### src/rtl/pausible_rx_port.sv
// Receive port for a pausible-clock domain: accepts 4-phase bundled-data words
// from an asynchronous sender, arbitrates the write against the local clock via
// the pausible_clock_sync mutex (req/grant), and buffers words in a show-ahead FIFO.
//
// Ports:
//   clock, rstn       pausible clock, asynchronous active-low reset
//   a_req, a_data     4-phase request and bundled data from the sender
//   a_ack             4-phase acknowledge to the sender (flop-driven)
//   req, grant        mutex request (flop-driven) / grant to and from the clock sync
//   out_valid/ready   consumer handshake, out_data is the buffer head word
//   fill_level        number of occupied buffer entries
module pausible_rx_port #(
  parameter int unsigned DATA_WIDTH  = 8,
  parameter int unsigned SYNC_STAGES = 2,
  parameter int unsigned FIFO_DEPTH  = 4
) (
  input  logic                          clock,
  input  logic                          rstn,
  input  logic                          a_req,
  input  logic [DATA_WIDTH-1:0]         a_data,
  output logic                          a_ack,
  output logic                          req,
  input  logic                          grant,
  output logic                          out_valid,
  input  logic                          out_ready,
  output logic [DATA_WIDTH-1:0]         out_data,
  output logic [$clog2(FIFO_DEPTH):0]   fill_level
);

  localparam int unsigned AW = $clog2(FIFO_DEPTH);
  localparam int unsigned CW = AW + 1;

  typedef enum logic [1:0] {
    IDLE    = 2'd0,
    REQUEST = 2'd1,
    ACK     = 2'd2
  } state_e;

  state_e                  state_q, state_d;
  logic                    req_q, req_d;
  logic                    ack_q, ack_d;
  logic                    wr_en;
  logic                    pop;
  logic                    full;
  logic                    valid_q;
  logic [SYNC_STAGES-1:0]  sync_q;
  logic                    a_req_s;
  logic [DATA_WIDTH-1:0]   mem_q [FIFO_DEPTH];
  logic [AW-1:0]           wr_ptr_q, rd_ptr_q;
  logic [CW-1:0]           count_q, count_d;

  // a_req synchronizer into the clock domain
  always_ff @(posedge clock or negedge rstn) begin
    if (!rstn) begin
      sync_q <= '0;
    end else begin
      sync_q <= {sync_q[SYNC_STAGES-2:0], a_req};
    end
  end

  assign a_req_s = sync_q[SYNC_STAGES-1];

  // A slot is only claimed from IDLE; while in REQUEST the count can only fall,
  // so the slot checked here is still free when the grant arrives.
  assign full = (count_q == CW'(FIFO_DEPTH));
  assign pop  = valid_q && out_ready;

  // Handshake FSM state register
  always_ff @(posedge clock or negedge rstn) begin
    if (!rstn) begin
      state_q <= IDLE;
      req_q   <= 1'b0;
      ack_q   <= 1'b0;
    end else begin
      state_q <= state_d;
      req_q   <= req_d;
      ack_q   <= ack_d;
    end
  end

  // Handshake FSM next state; req/ack next values computed here, driven from flops
  always_comb begin
    state_d = state_q;
    req_d   = req_q;
    ack_d   = ack_q;
    wr_en   = 1'b0;
    unique case (state_q)
      IDLE: begin
        if (a_req_s && !full) begin
          state_d = REQUEST;
          req_d   = 1'b1;
        end
      end
      REQUEST: begin
        if (grant) begin
          wr_en   = 1'b1;
          req_d   = 1'b0;
          ack_d   = 1'b1;
          state_d = ACK;
        end
      end
      ACK: begin
        if (!a_req_s) begin
          ack_d   = 1'b0;
          state_d = IDLE;
        end
      end
      default: begin
        state_d = IDLE;
        req_d   = 1'b0;
        ack_d   = 1'b0;
      end
    endcase
  end

  assign count_d = count_q + CW'(wr_en) - CW'(pop);

  // Buffer pointers, occupancy and registered valid
  always_ff @(posedge clock or negedge rstn) begin
    if (!rstn) begin
      wr_ptr_q <= '0;
      rd_ptr_q <= '0;
      count_q  <= '0;
      valid_q  <= 1'b0;
    end else begin
      if (wr_en) wr_ptr_q <= wr_ptr_q + AW'(1);
      if (pop)   rd_ptr_q <= rd_ptr_q + AW'(1);
      count_q <= count_d;
      valid_q <= (count_d != '0);
    end
  end

  // Storage is not reset; validity is tracked by the pointers and count
  always_ff @(posedge clock) begin
    if (wr_en) mem_q[wr_ptr_q] <= a_data;
  end

  assign a_ack      = ack_q;
  assign req        = req_q;
  assign out_valid  = valid_q;
  assign out_data   = mem_q[rd_ptr_q];
  assign fill_level = count_q;

endmodule

### config.mk
export PLATFORM = sky130hd
export DESIGN_NAME = pausible_rx_port
export DESIGN_NICKNAME = d
export VERILOG_FILES = /design/src/rtl/pausible_rx_port.sv
export SDC_FILE = /design/constraint.sdc
export NUM_CORES = 1
export LEC_CHECK = 0
export ABC_AREA = 1
export CAP_MARGIN = 40
export CORE_MARGIN = 1.5
export CORE_UTILIZATION = 30
export DETAILED_ROUTE_END_ITERATION = 10
export DONT_BUFFER_PORTS = 1
export PLACE_DENSITY = 0.49
export SYNTH_ARGS = -nofsm -noshare
export SYNTH_HDL_FRONTEND = slang
export SYNTH_SLANG_ARGS = --single-unit
### constraint.sdc
create_clock -name clock -period 5.1 [get_ports clock]
set_clock_uncertainty 0.2 [all_clocks]
set_input_delay 1.02 -clock clock [delete_from_list [all_inputs] [get_ports clock]]
set_output_delay 1.02 -clock clock [all_outputs]
set_load 0.1 [all_outputs]
## After elaboration in Yosys (flattened, before gate mapping)

Memories as Yosys holds them, arrays and structs flattened.
Index checks and enable logic that the tools add are counted.

- $add $sub $neg: 4
- Equality and inequality tests: 6
- Multiplexer cells: 14
- Bitwise operators: 2
- Reduce and logical (&&, ||, !) cells: 8

Operators by type and width:

| kind | number |
|---|---|
| AND reduction 3 bit | 3 |
| two-way mux 1 bit | 8 |
| two-way mux 2 bit | 3 |
| inequality test 2 bit, second input constant | 3 |
| one-hot mux 1 bit (3 select lines) | 2 |
| one-hot mux 2 bit (3 select lines) | 1 |
| adder 2 x 1 -> 2 bit, second input constant | 2 |
| adder 3 x 1 -> 3 bit | 1 |
| == test 3 bit, second input constant | 1 |
| nonzero test 3 bit | 1 |
| subtractor 3 x 1 -> 3 bit | 1 |
| == test 2 x 1 -> 1 bit, second input constant | 1 |
| == test 2 bit, second input constant | 1 |
| logical AND 1 bit | 2 |
| logical NOT 2 bit | 1 |
| NOT 1 bit | 2 |
| logical NOT 1 bit | 1 |

- Flip-flop bits (word level): 14
- Bits in writable memories: 32
- Bits of input ports: 13
- Output and inout bits: 14
- Logic and storage cells: 43
- Memories: 1

Memories:

| memory | words | width | rd ports | clocked after Yosys merged registers in | write ports | line | source |
|---|---|---|---|---|---|---|---|
| mem_q | 4 | 8 | 1 | 0 | 1 | 48 | `logic [DATA_WIDTH-1:0] mem_q [FIFO_DEPTH];` |

## Depth between registers and ports, before layout

Gate-level depths: netlist of run 1.

- Word-level depth: 5
- Mapped depth: 10
- Mapped depth without buffers: 10

## Worst setup path before layout of run 1

Ideal clock, no wire load.

- Path type: register to output
- From: register rd_ptr_q[0]
- To: output out_data[4]
- Arrival time: 1.471 ns
- Data required time: 3.880 ns
- Setup slack: 2.409 ns
- Stages on the path, launching flop included: 8
- Buffers on the path: 2
- Cell sequence: dfrtp_1 > buf_6 > inv_6 > buf_6 > nor2_2 > nor2_1 > o21ai_1 > nand2_1

- Cells in the longest elaborated chain, start to end: 1

RTL lines:

| element | line | source |
|---|---|---|
| from (decl) | 49 | `logic [AW-1:0] wr_ptr_q, rd_ptr_q;` |
| from (signal assigned) | 127 | `if (pop) rd_ptr_q <= rd_ptr_q + AW'(1);` |
| memory read (4 x 8 bit) | -- |  |
| to (decl) | 26 | `output logic [DATA_WIDTH-1:0] out_data,` |

No other way between the ends.

## Worst setup path in the final report of run 1

- From: register rd_ptr_q[0]
- To: output out_data[6]

Same word-level chain as after synthesis.

==> results of run 1 <==
==> cell type report <==
type / count / area [sq um] / area share (%)
clock buffers: 5 / 68.8 / 2.91
inverters: 18 / 72.6 / 3.07
well taps: 77 / 96.3 / 4.07
clock inverters: 3 / 48.8 / 2.06
repair buffers: 15 / 277 / 11.7
flip-flops and latches: 46 / 1310 / 55.4
multi-input cells: 90 / 492 / 20.8
==> through the flow <==
step | worst slack [ns] | instance area [sq um] | utilization [%]
6_report | 2.07 | 2370 | 37.7
5_1_grt | 1.87 | 2370 | 37.7
4_1_cts | 2.03 | 2360 | 37.6
3_5_place_dp | 2.30 | 2240 | 35.7
3_3_place_gp | 2.10 | 1970 | 31.4
2_1_floorplan | 2.41 | 1930 | -
==> worst max-delay path, stage by stage, from the launching register on <==
cell and delay, ns:
dfrtp_1 0.78, inv_6 0.15, nor2_1 0.15, nor2_1 0.05, o21ai_0 0.09, nand2_1 0.10
buf_8 0.18
==> sequential cells by signal, indices dropped and copies added, names as in the netlist <==
name / flops
mem_q: 32
fill_level: 3
rd_ptr_q: 2
state_q: 2
sync_q: 2
wr_ptr_q: 2
a_ack: 1
out_valid: 1
req: 1
==> routing by layer <==
layer  global-route usage, %  wire length (um)  vias to the layer above
met2                    19.1              1820                       18
met4                    4.09                58                        0
met1                    13.5              1530                      545
met5                       0                 0                        -
li1                        -                 -                      559
met3                    3.88               160                        6
==> layout by cell type (no fill, tap or decap), drive strengths merged, types with 5 or more instances in the layout <==
cell type,instances
edfxtp,32
nor2,27
o21a,8
buf,15
clkbuf,5
dfrtp,14
inv,19
o21ai,17
ha,6
nand2,20
nand3,6
==> logic make-up after synthesis <==
family | synth area share, %
adder cells (fa/ha/maj) | 4.94
buffers and inverters | 6.37
AO/OA/AOI/OAI | 8.45
XOR/XNOR | 0.910
AND/OR/NAND/NOR | 11.2
flip-flops | 68.1
==> how the worst max path moves through the flow <==
stage	start	to	slack (ns)
after floorplan	rd_ptr_q[0]$_DFFE_PN0P_	out_data[4]	2.41
after global placement	rd_ptr_q[0]$_DFFE_PN0P_	out_data[3]	2.10
after detailed placement	grant	out_valid$_DFF_PN0_	2.30
after CTS	rd_ptr_q[0]$_DFFE_PN0P_	out_data[7]	2.03
after global routing	rd_ptr_q[0]$_DFFE_PN0P_	out_data[1]	1.87
final	rd_ptr_q[0]$_DFFE_PN0P_	out_data[6]	2.07
==> out/qor.csv, run 1 <==
stage,metric,value,unit
run_status,status,finished clean,
synthesis,synth_common_cells,"edfxtp_1, nor2_1, nand2_1",
detailed_routing,antenna_left,0,
sta,max_slew_margin,40.3,%
die,start_util,30.7,%
grt,gr-total-overflow,0,
clocking,cts_htree_levels,2,
grt,grt_use_total,11.3,%
sta,rsz0062_at_grt,false,
sta,worst_pin_slew,0.896,ns
die,die-area,6910,sq um
sta,hold_slack,0.157,ns
synthesis,synth-main-ff-cell,edfxtp_1,
run,drv_cap,0,
detailed_routing,post-route-drc-count,0,
clocking,postCtsHoldBufs,0,
setup_path,crit_path_start_kind,flop,
clocking,cts_made_buffers,5,
synthesis,async_flop_share,30.4,%
layout,drive_above_1_share,15.3,%
die,ios,27,
place,gp_congestion,0.699,
clocking,clkTransAtPathRegs,0.09,ns
setup_path,regToRegStartpoint,out_valid$_DFF_PN0_,
sta,setup_tns,0,ns
grt,grt_pass1_wl,6040,um
clocking,cts_tree,yes,
layout,insertedDiodeCount,0,
setup_path,reg2reg_slack,2.38,ns
die,core_area,6280,sq um
setup_path,rr_worst_depth,10,
synthesis,synth_top_area_share,49.9,%
synthesis,synth_top_area_cell,edfxtp_1,
clocking,clockBufferDepth,2,
die,fp.dieH,83.1,um
clocking,post_cts.resized_instances,0,
setup_path,path_class,reg -> out,
synthesis,syn-num-nets,179,
layout,layout.nets,196,
detailed_routing,drt_iter0_drc,76,
clocking,insertion_delay,0.30,ns
hold_path,holdPathEnd,sync_q[1]$_DFF_PN0_,
sta,hold_viol,0,
sta,finalSetupViolCount,0,
synthesis,synth_cell_types,19,
grt,grt_max_degree,19,
synthesis,syn_area_per_cell,12.1,sq um
layout,fill_cells,594,
layout,syn2layout_area_growth,22.9,%
sta,min_period,3.03,ns
die,dieWidth,83.1,um
setup_path,worst-path-max-fanout,18,
sta,post-route-period-util,59.4,%
synthesis,syn-cell-area,1930,sq um
clocking,cts_root_buffer,clkbuf_8,
hold_path,worst_hold_path_type,reg -> reg,
clocking,postCtsSetupBuffers,0,
detailed_routing,num_vias,1128,
setup_path,worstPathArrival,1.81,ns
grt,antenna_found_initial,0,
layout,final_cells,254,
detailed_routing,drtPass1Iterations,4,
synthesis,yosys_warnings,0,
detailed_routing,wl_per_cell,14.0,um
clocking,numClockSinks,46,
grt,grt_pass1_vias,1230,
hold_path,holdCritStartpoint,sync_q[0]$_DFF_PN0_,
detailed_routing,vias_per_cell,4.44,
synthesis,ys_seq_elements,46,
detailed_routing,totalWireLength,3560,um
setup_path,crit_path_end_kind,output port,
setup_path,worst_ep_required_time,3.88,ns
sta,fmax,330,MHz
hold_path,hold_path_depth,0,
place,dp_hpwl,2410,um
sta,drv_slew,0,
die,num_rows,29,
synthesis,synthTopCellsByArea,"edfxtp_1, dfrtp_1, nor2_1",
synthesis,yosysMostFrequentCell,edfxtp_1,
synthesis,syn-instance-count,159,
place,post-place-cells,245,
setup_path,timing.rr.end,out_valid$_DFF_PN0_,
synthesis,yosysSeqAreaShare,68.1,%
synthesis,synth_edf_count,32,
place,port_buffers,0,
Power of run 1 is left out: the tool's default activity adds up to more than one toggle a clock period on the data nets, which glitch-free logic cannot reach.
==> run 2, diff against run 1 <==
Clock period 5.1 ns to 2.8 ns, I/O delays scaled along.
==> run 2 against run 1 <==
Net effect:
- routed wire length shrank 2.7%
- design area shrank 3.9%
- global-route usage is 0.13 points lower
- critical path type unchanged
- die area did not move
- flip-flop and latch count unchanged
==> out/qor.csv, run 2 (synthesis results as in run 1) <==
stage,metric,value,unit
clocking,insertion_delay,0.30,ns
grt,grt_pass1_wl,5940,um
clocking,cts_root_buffer,clkbuf_8,
place,port_buffers,0,
clocking,numClockSinks,46,
sta,setup_tns,0,ns
setup_path,path_class,reg -> out,
detailed_routing,antenna_left,0,
layout,syn2layout_area_growth,18.1,%
clocking,clkTransAtPathRegs,0.09,ns
sta,min_period,2.47,ns
layout,top_register,mem_q,
layout,insertedDiodeCount,0,
layout,largest_reg_flops,32,
die,num_rows,29,
setup_path,rr_worst_depth,10,
detailed_routing,totalWireLength,3470,um
die,fp.dieH,83.1,um
layout,drive_above_1_share,16.5,%
setup_path,worstPathArrival,1.71,ns
grt,grt_pass1_vias,1218,
setup_path,worst-path-max-fanout,10,
layout,fill_cells,605,
layout,final_cell_mix,"edfxtp_1, nor2_1, nand2_1, inv_1, buf_4",
place,dp_hpwl,2360,um
grt,grt_use_total,11.2,%
clocking,clockBufferDepth,2,
clocking,cts_made_buffers,5,
setup_path,worst_ep_required_time,2.04,ns
detailed_routing,drt_iter0_drc,38,
clocking,postCtsSetupBuffers,0,
clocking,cts_htree_levels,2,
sta,hold_viol,0,
grt,antenna_found_initial,0,
grt,gr-total-overflow,0,
die,start_util,30.7,%
sta,max_slew_margin,56.5,%
setup_path,crit_path_end_kind,output port,
die,ios,27,
clocking,cts_tree,yes,
die,dieWidth,83.1,um
sta,post-route-period-util,88.3,%
detailed_routing,wl_per_cell,13.4,um
die,core_area,6280,sq um
detailed_routing,post-route-drc-count,0,
run,drv_cap,0,
detailed_routing,drtPass1Iterations,4,
die,die-area,6910,sq um
sta,worst_pin_slew,0.650,ns
sta,finalSetupViolCount,0,
sta,fmax,404,MHz
hold_path,hold_path_depth,0,
layout,layout.nets,201,
run_status,status,finished clean,
place,gp_congestion,0.754,
detailed_routing,num_vias,1149,
hold_path,worst_hold_path_type,in -> reg,
sta,drv_slew,0,
sta,rsz0062_at_grt,false,
grt,grt_max_degree,18,
detailed_routing,vias_per_cell,4.44,
layout,final_common_cell,edfxtp_1,
setup_path,crit_path_start_kind,flop,
run 2: changes by cell type in the layout (fill, tap and decap cells not counted), sizes merged:
cell         before  now
clkbuf            5    6
buf              15   19
dlygate4sd3       0    1
inv              19   18
run 2: timing repair:
action                    in CTS  in global routing
resized for setup              0                  0
hold endpoints to repair      14                  0
hold buffers                   1                  0
run 2: worst max-delay path: stages, from the launching register on:
cell and delay (ns):
dfrtp_1 0.59, buf_4 0.26, o21a_1 0.13, o21ai_0 0.07
nand2_1 0.08, buf_4 0.29
run 2: layer usage:
layer / global-route usage, % / up-vias / routed length, um
li1: - / 569 / -
met1: 12.8 / 551 / 1520
met2: 18.3 / 22 / 1680
met3: 4.57 / 7 / 207
met4: 5.45 / 0 / 62
met5: 0 / - / 0
run 2: layout make-up:
cell class	count	area [sq um]	area share [%]
sequential	46	1310	57.6
multi-input combinational	90	492	21.6
timing repair buffer	20	193	8.47
tap	77	96.3	4.24
clock buffer	6	72.6	3.19
inverter	18	72.6	3.19
clock inverter	2	37.5	1.65
run 2: path summary, 6_finish.rpt:
kind | from | end | slack, ns
setup / recovery | rd_ptr_q[0]$_DFFE_PN0P_ | out_data[1] | 0.33
setup reg to reg | state_q[1]$_DFFE_PN0P_ | out_valid$_DFF_PN0_ | 0.46
max in group asynchronous | rstn | rd_ptr_q[0]$_DFFE_PN0P_ | 1.46
hold reg to reg | sync_q[0]$_DFF_PN0_ | sync_q[1]$_DFF_PN0_ | 0.16
hold / removal | a_req | sync_q[0]$_DFF_PN0_ | 0.08
min in group asynchronous | rstn | wr_ptr_q[1]$_DFFE_PN0P_ | 0.52
run 2: per-stage QoR:
stage	instances	hold WS (ns)	setup slack, ns	utilization (%)	cell area [sq um]
floorplan	159	0.0644	0.241	-	1930
global placement	248	0.0649	0.516	33.4	2100
detailed placement	250	0.0648	0.424	34.3	2150
CTS	259	0.0688	0.300	36.2	2270
global route	259	0.0574	0.201	36.2	2270
finish	259	0.0783	0.328	36.2	2270
Power of run 2 is left out for the same reason.
==> run 3, diff against run 2 <==
Settings changed: CAP_MARGIN 40 to 30.
==> run 3 against run 2 <==
Net effect:
- fmax increased by 0.45%
- register-to-register slack is essentially flat
- sequential share of layout area grew 2.2 points
- largest cell class unchanged
- highest routed layer unchanged
==> out/qor.csv, run 3 (synthesis results as in run 1) <==
stage,metric,value,unit
sta,hold_slack,0.0881,ns
detailed_routing,vias_per_cell,4.43,
die,fp.dieH,83.1,um
die,dieWidth,83.1,um
sta,finalSetupViolCount,0,
die,core_area,6280,sq um
place,dp_slack,0.405,ns
sta,fmax,406,MHz
sta,hold_viol,0,
layout,insertedDiodeCount,0,
sta,rsz0062_at_grt,false,
detailed_routing,num_vias,1139,
layout,largest_reg_flops,32,
clocking,cts_tree,yes,
sta,max_slew_margin,40.3,%
clocking,cts_root_buffer,clkbuf_8,
setup_path,crit_path_start_kind,flop,
grt,antenna_found_initial,0,
layout,syn2layout_area_growth,13.8,%
setup_path,crit_path_end_kind,output port,
layout,multiInputGateArea,492,sq um
setup_path,timing.rr.end,out_valid$_DFF_PN0_,
sta,worst_pin_slew,0.895,ns
grt,grt_pass1_wl,5850,um
layout,top_register,mem_q,
die,num_rows,29,
detailed_routing,totalWireLength,3410,um
place,dp_hpwl,2320,um
setup_path,reg2reg_slack,0.45,ns
setup_path,worst_ep_required_time,2.04,ns
place,post-place-cells,248,
detailed_routing,drt_iter0_drc,56,
run,drv_cap,0,
die,ios,27,
sta,drv_slew,0,
layout,final_cell_mix,"edfxtp_1, nor2_1, nand2_1, inv_1, buf_4",
grt,grt_use_total,11.0,%
detailed_routing,post-route-drc-count,0,
layout,layout.nets,199,
layout,final_cells,257,
layout,fill_cells,612,
clocking,insertion_delay,0.29,ns
hold_path,worst_hold_path_type,in -> reg,
sta,post-route-period-util,87.9,%
layout,final_common_cell,edfxtp_1,
sta,fin_ws,0.339,ns
grt,gr-total-overflow,0,
setup_path,worstSetupEndpoint,out_data[1],
detailed_routing,wl_per_cell,13.3,um
detailed_routing,antenna_left,0,
setup_path,path_class,reg -> out,
layout,drive_above_1_share,15.6,%
grt,grt_pass1_vias,1191,
place,port_buffers,0,
die,start_util,30.7,%
sta,setup_tns,0,ns
layout,final-seq-area,1310,sq um
sta,min_period,2.46,ns
clocking,cts_htree_levels,2,
clocking,clockBufferDepth,2,
setup_path,startpoint,rd_ptr_q[0]$_DFFE_PN0P_,
setup_path,worst-path-max-fanout,10,
clocking,clkTransAtPathRegs,0.08,ns
place,gp_congestion,0.754,
setup_path,regToRegStartpoint,state_q[1]$_DFFE_PN0P_,
detailed_routing,drtPass1Iterations,4,
clocking,cts_made_buffers,5,
grt,grt_max_degree,18,
die,die-area,6910,sq um
setup_path,worstPathArrival,1.70,ns
setup_path,rr_worst_depth,10,
run_status,status,finished clean,
clocking,numClockSinks,46,
[run 3: cell count changes in the layout (fill, tap and decap cells not counted)]
cell | before | now
bufinv_16 | 1 | 0
clkinv_2 | 0 | 2
clkinvlp_4 | 1 | 0
buf_16 | 2 | 0
[run 3: what timing repair did]
item	CTS	global route
resized for setup	0	0
setup buffers	0	0
endpoints found under the hold margin	14	0
hold buffers	1	0
[run 3: how the worst min path moves through the flow]
stage / start / to / cells after the start
2_1_floorplan: rstn / a_ack$_DFFE_PN0P_ / 0
3_3_place_gp: rstn / sync_q[0]$_DFF_PN0_ / 0
3_5_place_dp: rstn / wr_ptr_q[1]$_DFFE_PN0P_ / 0
4_1_cts: a_req / sync_q[0]$_DFF_PN0_ / 0
5_1_grt: a_req / sync_q[0]$_DFF_PN0_ / 0
6_report: a_req / sync_q[0]$_DFF_PN0_ / 0
[run 3: stage by stage]
step           area, sq um  util (%)
2_1_floorplan         1930         -
3_3_place_gp          2100      33.4
3_5_place_dp          2100      33.4
4_1_cts               2190      34.9
5_1_grt               2190      34.9
6_report              2190      34.9
[run 3: metal layers]
layer | global-route usage (%) | vias up | part of all wire, %
met5 | 0 | - | 0
met1 | 13.1 | 548 | 43
met2 | 17.9 | 18 | 49
met4 | 4.55 | 0 | 1.9
met3 | 4.37 | 7 | 5.7
li1 | - | 566 | -
[run 3: final cells by class]
cell class,instances,share of cell area [%]
sequential,46,59.8
multi-input combinational,90,22.4
timing repair buffer,18,6.28
tap,77,4.39
clock buffer,6,3.31
inverter,18,3.31
clock inverter,2,0.457
[run 3: critical path, cell delays in order (launching register included)]
cell	delay [ns]
dfrtp_1	0.58
buf_4	0.25
o21a_1	0.13
o21ai_0	0.07
nand2_1	0.09
buf_4	0.29
Power of run 3 is left out for the same reason.
